## src/rtl/multu_seq_unit.sv

```systemverilog
// Iterative shift-add multiplier with architectural HI/LO registers (MULTU/MFHI/MFLO/MTHI/MTLO).
// Define MULTU_SEQ_SIGNED_EN to add signed MULT support through is_signed.
module multu_seq_unit #(
  parameter int WIDTH = 32
) (
  input  logic             clk,
  input  logic             reset,
  input  logic             start,
  input  logic [WIDTH-1:0] op_a,
  input  logic [WIDTH-1:0] op_b,
  input  logic             is_signed,
  input  logic             hi_we,
  input  logic             lo_we,
  input  logic [WIDTH-1:0] wdata,
  output logic             busy,
  output logic             done,
  output logic [WIDTH-1:0] hi,
  output logic [WIDTH-1:0] lo,
  output logic [1:0]       dbg_state
);

  // Handshake: start is accepted only on an edge where busy=0; while busy=1 the
  // controller stalls, start and hi_we/lo_we are ignored, and done marks the HI/LO update.

  localparam int CW = $clog2(WIDTH) + 1;

  localparam logic [1:0] S_IDLE = 2'd0;
  localparam logic [1:0] S_RUN  = 2'd1;
  localparam logic [1:0] S_FIN  = 2'd2;

  logic [1:0]         state;
  logic [2*WIDTH-1:0] mcand;
  logic [WIDTH-1:0]   mplier;
  logic [2*WIDTH-1:0] acc;
  logic [CW-1:0]      cnt;
  logic [WIDTH-1:0]   a_in;
  logic [WIDTH-1:0]   b_in;
  logic [2*WIDTH-1:0] result;
  logic               sign_in;
  logic               sign;

`ifdef MULTU_SEQ_SIGNED_EN
  // Magnitudes go through the unsigned datapath; the sign is reapplied at FIN.
  always_comb begin
    a_in    = (is_signed && op_a[WIDTH-1]) ? (WIDTH'(0) - op_a) : op_a;
    b_in    = (is_signed && op_b[WIDTH-1]) ? (WIDTH'(0) - op_b) : op_b;
    sign_in = is_signed & (op_a[WIDTH-1] ^ op_b[WIDTH-1]);
  end
`else
  logic unused_is_signed;
  assign unused_is_signed = is_signed;
  always_comb begin
    a_in    = op_a;
    b_in    = op_b;
    sign_in = 1'b0;
  end
`endif

  assign result    = sign ? ((2*WIDTH)'(0) - acc) : acc;
  assign busy      = (state != S_IDLE);
  assign done      = (state == S_FIN);
  assign dbg_state = state;

  always_ff @(posedge clk or negedge reset) begin
    if (!reset) begin
      state  <= S_IDLE;
      mcand  <= '0;
      mplier <= '0;
      acc    <= '0;
      cnt    <= '0;
      sign   <= 1'b0;
      hi     <= '0;
      lo     <= '0;
    end else begin
      case (state)
        S_IDLE: begin
          if (start) begin
            mcand  <= {{WIDTH{1'b0}}, a_in};
            mplier <= b_in;
            sign   <= sign_in;
            acc    <= '0;
            cnt    <= '0;
            state  <= S_RUN;
          end else begin
            if (hi_we) hi <= wdata;
            if (lo_we) lo <= wdata;
          end
        end
        S_RUN: begin
          if (mplier[0]) acc <= acc + mcand;
          mcand  <= mcand << 1;
          mplier <= mplier >> 1;
          cnt    <= cnt + 1'b1;
          if (cnt == CW'(WIDTH - 1)) state <= S_FIN;
        end
        S_FIN: begin
          hi    <= result[2*WIDTH-1:WIDTH];
          lo    <= result[WIDTH-1:0];
          state <= S_IDLE;
        end
        default: state <= S_IDLE;
      endcase
    end
  end

endmodule
```

## config.mk

```make
export PLATFORM = sky130hd
export DESIGN_NAME = multu_seq_unit
export DESIGN_NICKNAME = d
export VERILOG_FILES = /design/src/rtl/multu_seq_unit.sv
export SDC_FILE = /design/constraint.sdc
export NUM_CORES = 1
export LEC_CHECK = 0
export BUFFER_PORTS_ARGS = -buffer_cell sky130_fd_sc_hd__buf_2
export CAP_MARGIN = 20
export CORE_ASPECT_RATIO = 1.4
export CORE_MARGIN = 4
export CORE_UTILIZATION = 59
export DETAILED_ROUTE_END_ITERATION = 8
export PLACE_DENSITY = 0.81
export SYNTH_ARGS = -nofsm -noshare
export SYNTH_HDL_FRONTEND = slang
export SYNTH_SLANG_ARGS = --single-unit
```

## constraint.sdc

```tcl
create_clock -name clk -period 3.4 [get_ports clk]
set_input_delay 0.17 -clock clk [delete_from_list [all_inputs] [get_ports clk]]
set_output_delay 0.17 -clock clk [all_outputs]
set_load 0.02 [all_outputs]
```

Yosys cells after proc, flatten, opt, wreduce, memory -nomap -nowiden

Index checks and enable logic that the tools add are counted.

Register bits: 232
Output and inout port bits: 68

Add/sub/neg operators: 2
Equality and inequality tests: 9
Muxes and demuxes: 18
Reduce and logical (&&, ||, !) cells: 9

Operators with widths:

| operator                                                        | number |
|---|---|
| 64-bit case mux with 2 select lines                             | 2 |
| 64-bit two-way mux                                              | 3 |
| 32-bit case mux with 2 select lines                             | 3 |
| 32-bit two-way mux                                              | 5 |
| 64-bit adder                                                    | 1 |
| 2-bit inequality test, second input constant                    | 6 |
| 6-bit case mux with 2 select lines                              | 1 |
| 3-bit AND reduction                                             | 3 |
| 6-bit by 1-bit adder with 6-bit output, second input constant   | 1 |
| 6-bit by 5-bit == test with 1-bit output, second input constant | 1 |
| 6-bit two-way mux                                               | 1 |
| 2-bit nonzero test                                              | 3 |
| 2-bit two-way mux                                               | 2 |
| 2-bit case mux with 2 select lines                              | 1 |
| 2-bit AND reduction                                             | 2 |
| 2-bit by 1-bit == test with 1-bit output, second input constant | 1 |
| 2-bit == test, second input constant                            | 1 |
| 2-bit zero test                                                 | 1 |

Longest topological paths before layout

Gate-level depths: netlist (run 1).

Depth after elaboration: 3
Mapped depth: 13

Worst setup path after synthesis (run 1)

OpenSTA, ideal clock, no wires.

Kind: register -> register
Start point: reg mcand[15]
End point: reg acc[36]
Library setup time: 0.069 ns
Arrival time: 2.783 ns
Setup slack: 0.548 ns
Cell stages (with the launch flop): 11
Period minus slack after synthesis: 2.852 ns
Cells stage by stage: dfrtp_1 -> ha_1 -> a211oi_1 -> nor2_1 -> o41ai_1 -> nand2b_1 -> a221o_1 -> a31oi_2 -> o221ai_1 -> or4b_1 -> nand3_1

Longest elaborated chain between the ends: 3

Ends and longest elaborated chain:

| what                                | line | source |
|---|---|---|
| start: declaration                  | 32   | `logic [2*WIDTH-1:0] mcand;` |
| start signal: assignment            | 78   | `mcand <= {{WIDTH{1'b0}}, a_in};` |
| start signal: assignment            | 91   | `mcand <= mcand << 1;` |
| 64-bit adder                        | 90   | `if (mplier[0]) acc <= acc + mcand;` |
| 64-bit two-way mux                  | 90   |  |
| 64-bit case mux with 2 select lines | 75   | `case (state)` |
| end signal: assignment              | 90   |  |
| end: declaration                    | 34   | `logic [2*WIDTH-1:0] acc;` |

No other way between the ends. The select of a mux whose other input is x is not followed.
A chain may end at the register's enable or synchronous reset.

Worst setup path after layout (run 1)

Start point: reg mcand[8]
End point: reg acc[57]

Same word-level chain as after synthesis.

==> impl_metrics.csv, run 1 <==
group,metric,value,unit
die,die_h,186,µm
min_path,hold_path.class,"in2reg",
setup_path,path_delay_family,"compound AO/OA/AOI/OAI gates",
setup_path,r2r_setup_slack,-0.006,ns
timing,layout_setup_ws,-0.00638,ns
timing,fin_crit_sh,100,%
global_route,grt_pass1_vias,12700,
die,die_x,135,µm
die,ioPinCount,170,
setup_path,critical_path_buf_inv_count,1,
die,start_util,60.4,%
setup_path,crit_slowest_cell,"o21ai_1",
setup_path,cpPeakStageDelay,0.44,ns
setup_path,arrival,3.82,ns
timing,finalMaxSlewViolations,0,
finish,syn_to_final_growth,21.5,%
power_and_ir_drop,power,16700,µW
setup_path,rr_worst_depth,12,
clock_tree,cts_root_buffer,"clkbuf_16",
logic_synthesis,synth_area_per_cell,8.54,µm²
clock_tree,cts_sinks,232,
clock_tree,path_clk_slew,0.06,ns
logic_synthesis,yosys_warnings,0,
die,core,0.0220,mm²
logic_synthesis,ys_ff_latch,232,
placed_design,portBuffers,168,
logic_synthesis,syn_nets,1725,
logic_synthesis,synth_edf_count,0,
job,maxCapViolCount,0,
run_status,outcome,"finished, violations left",
finish,register_area,0.00581,mm²
setup_path,endpoint,"acc[57]",
finish,multi_input_area,0.00711,mm²
placed_design,post-dp-hpwl,28.2,mm
power_and_ir_drop,vdd_drop_max,630,µV
placed_design,place_ws,0.166,ns
routing,drt-wirelength-per-cell,19.5,µm
power_and_ir_drop,p_per_area,1030,mW/mm²
routing,drtPass1Iterations,5,
die,fp-row-count,64,
finish,fin_cells,2092,
setup_path,crit_cells,12,
power_and_ir_drop,leakagePower,0.00703,µW
routing,first_iter_violations,830,
placed_design,gp_congestion,0.922,
timing,setup_viol,1,
run_status,violations,"negative setup slack",
global_route,antenna_found_initial,0,
routing,antenna_left,0,
finish,drive_gt1_share,14.8,%
setup_path,cp_max_fo,6,
setup_path,required,3.81,ns
global_route,grt_use_total,32.2,%
clock_tree,cts_tree,"yes",
setup_path,crit_path_start_kind,"flip-flop",
timing,clock_skew,0.00541,ns
global_route,gr-total-overflow,0,
timing,finalHoldViolations,0,
routing,via_per_inst,6.04,
global_route,grt_max_degree,93,
clock_tree,cts_max_path_buffers,3,
timing,fin_crit,3.41,ns
die,die_area,0.0250,mm²
setup_path,crit_start,"mcand[8]",
logic_synthesis,async_flop_share,100,%
routing,drc,0,
global_route,grt_first_pass_wirelength,64.8,mm
timing,tns,-0.00638,ns
timing,max_slew_margin,31.9,%
setup_path,path_cells,"ha_1 -> nand4_1 -> nor2_1 -> a21oi_1 -> o21ai_1 -> a41oi_2 -> o21ai_1 -> a31oi_1 -> buf_4 -> o21ai_1 -> mux2i_1 -> nand2_1",
logic_synthesis,seq_area_frac_synth,43.7,%
finish,finalNetCount,1947,
setup_path,cp-end-kind,"flip-flop",
routing,routed_wirelength,40.7,mm
logic_synthesis,synth_ff_type,"dfrtp_1",
min_path,hold_start,"wdata[10]",
placed_design,place_area,0.0145,mm²
clock_tree,ctsHtreeMaxLevel,1,
placed_design,dp.cells,1960,
timing,tightest_slew,1.02,ns
logic_synthesis,netlist_area,0.0133,mm²
setup_path,timing.rr.start,"mcand[8]",
clock_tree,clk_latency,0.53,ns
timing,max_freq,0.294,GHz
setup_path,crit_type,"reg2reg",
routing,vias,12600,
setup_path,timing.rr.end,"acc[57]",
clock_tree,numCtsBuffers,23,
logic_synthesis,synth_cell_types,66,
finish,final_area,0.0162,mm²
logic_synthesis,synthCells,1558,
finish,n_fill_cell,1604,
setup_path,crit_top_cell,"o21ai_1",
[cell usage after synthesis (9+ instances only)]
master / instances / share of area [%]
a21o_1: 22 / 1.2
a21oi_1: 78 / 2.9
a31oi_1: 71 / 3.3
buf_1: 11 / 0.31
clkbuf_1: 83 / 2.3
dfrtp_1: 232 / 44
ha_1: 64 / 6.0
inv_1: 16 / 0.45
mux2i_1: 68 / 5.1
nand2_1: 381 / 11
nand3_1: 19 / 0.71
nand4_1: 20 / 0.94
nor2_1: 104 / 2.9
nor3_1: 13 / 0.49
o21ai_0: 183 / 6.9
o21ai_1: 9 / 0.34
o21bai_1: 14 / 0.79
xnor2_1: 32 / 2.1
xor2_1: 28 / 1.8
[layout make-up]
| cell class | instances | area share [%] |
|---|---|---|
| Clock inverter | 5 | 0.263 |
| Inverter | 16 | 0.372 |
| Sequential cell | 232 | 35.9 |
| Antenna cell | 1 | 0.0155 |
| Clock buffer | 34 | 4.00 |
| Tap cell | 297 | 2.30 |
| Timing Repair Buffer | 299 | 13.1 |
| Multi-Input combinational cell | 1208 | 44.0 |
[cells by family (layout without fill, tap and decap cells)]
family / after synthesis / in the layout / share of synthesized area (%)
simple gates: 581 / 581 / 18.3
compound gates: 434 / 434 / 19.4
flops: 232 / 232 / 43.7
buf+inv: 118 / 354 / 3.45
mux: 68 / 68 / 5.12
fa+ha+maj: 65 / 65 / 6.17
xor+xnor: 60 / 60 / 3.95
other cells: 0 / 1 / 0
[power breakdown]
group          total, µW  switching (µW)  internal, µW
Clock               2420            1100          1320
Sequential          4880             971          3910
Combinational       9420            5610          3810
[flip-flops by register name, indices dropped and copies added (netlist names)]
register	cells
acc	64
cnt	6
dbg_state	2
hi	32
lo	32
mcand	64
mplier	32
[metrics by stage]
step,util (%),hold slack (ns)
floorplan,-,-0.126
global placement,65.9,0.222
detailed placement,65.9,0.227
CTS,73.1,0.00707
global route,73.4,0.0163
finish,73.4,0.0181
[routing by layer]
metal  routed length [µm]  GRT usage, %  vias to the layer above  part of all wire (%)
li1                     -             -                     5898                     -
met1                15400          36.9                     6131                    38
met5                    0             0                        -                     0
met4                 2120          15.8                        0                   5.2
met3                 2180          4.60                      125                   5.4
met2                21100          58.8                      477                    52
[worst min path at each step]
stage          cells after the start          to  slack [ns]
5_1_grt                            3   mcand[31]        0.02
3_5_place_dp                       1  mplier[25]        0.23
6_report                           3      hi[10]        0.02
4_1_cts                            3       lo[0]       0.007
2_1_floorplan                      0      acc[0]       -0.13
3_3_place_gp                       1  mplier[25]        0.22
[repair_timing]
item / in CTS / in global routing
hold buffers: 90 / 0
endpoints found under the setup margin: 0 / 12
setup buffers: 0 / 2
hold endpoints to repair: 191 / 0
resized for setup: 0 / 7
[worst reg2reg max path, delay by kind of cell, from the launching register on]
kind / cells / cell delay [ns]
AOI/OAI and AO/OA: 6 / 1.57
adders and majority gates: 1 / 0.41
buffers and inverters: 1 / 0.17
DFF: 1 / 0.40
muxes: 1 / 0.24
and+or+nand+nor: 3 / 0.51
[cell usage in the layout, fill, tap and decap left out, drive strengths merged, types with 5 or more instances in the layout]
cell / instances
nor2b: 5
o21a: 8
a211oi: 7
mux2i: 68
a31oi: 72
nand2: 381
xor2: 28
ha: 64
nand2b: 9
a21o: 22
dfrtp: 232
clkbuf: 34
xnor2: 32
o31ai: 6
buf: 209
inv: 17
dlygate4sd3: 90
nor2: 104
and2: 6
a21oi: 78
o21ai: 192
and3: 8
o21bai: 14
nand4: 21
nand3: 19
nor3: 13
Note: power is estimated with default switching activity, not from simulation.
==> run 2: changes to the inputs <==
--- a/config.mk
+++ b/config.mk
@@ -5,7 +5,7 @@
 export SDC_FILE = /design/constraint.sdc
 export NUM_CORES = 1
 export LEC_CHECK = 0
-export BUFFER_PORTS_ARGS = -buffer_cell sky130_fd_sc_hd__buf_2
+export BUFFER_PORTS_ARGS = -buffer_cell sky130_fd_sc_hd__clkbuf_2
 export CAP_MARGIN = 20
 export CORE_ASPECT_RATIO = 1.4
 export CORE_MARGIN = 4
==> impl_metrics.csv, run 2 (synthesized netlist as in run 1, its figures left out) <==
group,metric,value,unit
setup_path,arrival,3.70,ns
setup_path,timing.rr.start,"mcand[0]",
timing,finalMaxSlewViolations,0,
placed_design,portBuffers,168,
global_route,grt_first_pass_wirelength,64.5,mm
global_route,antenna_found_initial,0,
placed_design,dp.cells,1955,
finish,syn_to_final_growth,21.7,%
run_status,outcome,"completed",
routing,drc,0,
routing,first_iter_violations,885,
timing,fin_crit,3.23,ns
clock_tree,cts_sinks,232,
timing,hold_ws,0.00764,ns
finish,fin_cells,2086,
die,core,0.0220,mm²
clock_tree,path_clk_slew,0.06,ns
setup_path,cp-end-kind,"flip-flop",
finish,multi_input_area,0.00711,mm²
setup_path,crit_start,"mcand[0]",
power_and_ir_drop,vdd_drop_max,534,µV
timing,finalHoldViolations,0,
finish,drive_gt1_share,15.0,%
die,start_util,60.4,%
routing,routed_wirelength,40.5,mm
routing,drt-wirelength-per-cell,19.4,µm
min_path,hold_path.class,"in2reg",
finish,final_area,0.0162,mm²
setup_path,rr_worst_depth,14,
clock_tree,cts_tree,"yes",
placed_design,place_area,0.0145,mm²
finish,n_antenna_cell,0,
die,die_h,186,µm
setup_path,endpoint,"acc[36]",
routing,via_per_inst,5.99,
clock_tree,numCtsBuffers,24,
global_route,grt_use_total,32.2,%
global_route,gr-total-overflow,0,
power_and_ir_drop,power,16800,µW
clock_tree,cts_max_path_buffers,3,
die,die_x,135,µm
timing,tns,0,ns
setup_path,cp_max_fo,3,
global_route,grt_pass1_vias,12700,
clock_tree,cts_root_buffer,"clkbuf_16",
die,fp-row-count,64,
timing,tightest_slew,1.08,ns
die,ioPinCount,170,
setup_path,crit_path_start_kind,"flip-flop",
timing,setup_viol,0,
timing,max_slew_margin,28.1,%
global_route,grt_max_degree,122,
die,die_area,0.0250,mm²
placed_design,post-dp-hpwl,27.9,mm
finish,final_common_cell,"nand2_1",
finish,register_area,0.00581,mm²
finish,biggestRegsByFlops,"acc (64), mcand (64)",
placed_design,gp_congestion,0.973,
routing,antenna_left,0,
timing,fin_crit_sh,95.0,%
clock_tree,clk_latency,0.53,ns
timing,max_freq,0.310,GHz
routing,vias,12500,
job,maxCapViolCount,0,
finish,final_cell_mix,"380 x nand2_1, 232 x dfrtp_1, 183 x o21ai_0",
setup_path,r2r_setup_slack,0.17,ns
routing,drtPass1Iterations,5,
timing,clock_skew,0.0137,ns
setup_path,crit_type,"reg2reg",
clock_tree,ctsHtreeMaxLevel,1,
setup_path,required,3.87,ns
power_and_ir_drop,p_per_area,1040,mW/mm²
power_and_ir_drop,leakagePower,0.00709,µW
finish,finalNetCount,1939,
setup_path,timing.rr.end,"acc[36]",
finish,n_fill_cell,1580,
## run 2: layout make-up
cell class	instances	area share, %
Tap cell	297	2.30
Sequential cell	232	35.9
Multi-Input combinational cell	1208	43.9
Timing Repair Buffer	290	12.6
Clock inverter	11	0.773
Clock buffer	32	4.21
Inverter	16	0.371
## run 2: repair_timing
item / CTS / global route
setup buffers: 0 / 1
endpoints found under the hold margin: 217 / 0
gates resized for setup: 0 / 7
hold buffers: 87 / 0
setup endpoints to repair: 0 / 9
## run 2: critical path: stages, from the launching register on
cell,delay (ns)
dfrtp_1,0.40
ha_1,0.23
inv_1,0.07
fa_1,0.18
nand2b_1,0.18
a211oi_2,0.11
nor2_1,0.18
o21ai_1,0.10
buf_4,0.16
nand2b_1,0.18
a221o_1,0.42
a31oi_4,0.22
o221ai_1,0.15
or4b_1,0.49
nand3_1,0.09
## run 2: how the worst min path moves through the flow
stage              start      endpoint  slack [ns]  cells past startpoint
6_report        wdata[2]         lo[2]       0.008                      3
5_1_grt            start  dbg_state[0]        0.02                      3
4_1_cts        wdata[11]        lo[11]       0.001                      3
3_5_place_dp       reset    mplier[25]        0.32                      1
3_3_place_gp       reset    mplier[25]        0.31                      1
2_1_floorplan      reset        acc[0]       -0.13                      0
## run 2: layer usage
| layer | vias up | global-route usage, % | routed length [µm] |
|---|---|---|---|
| met4 | 0 | 19.4 | 2610 |
| li1 | 5871 | - | - |
| met5 | - | 0 | 0 |
| met2 | 508 | 56.8 | 20500 |
| met1 | 5967 | 36.8 | 14900 |
| met3 | 148 | 4.65 | 2440 |
## run 2: report_power, final
| part | internal (µW) | switching (µW) |
|---|---|---|
| logic | 3720 | 5530 |
| clock network | 1560 | 1120 |
| registers | 3910 | 975 |
| total | 9190 | 7620 |
## run 2: stage by stage
step | setup WS [ns] | util, %
after floorplan | 0.548 | -
after detailed placement | 0.164 | 65.7
after global placement | 0.218 | 65.7
final | 0.171 | 73.5
after global routing | -0.000468 | 73.5
after CTS | 0.125 | 73.3
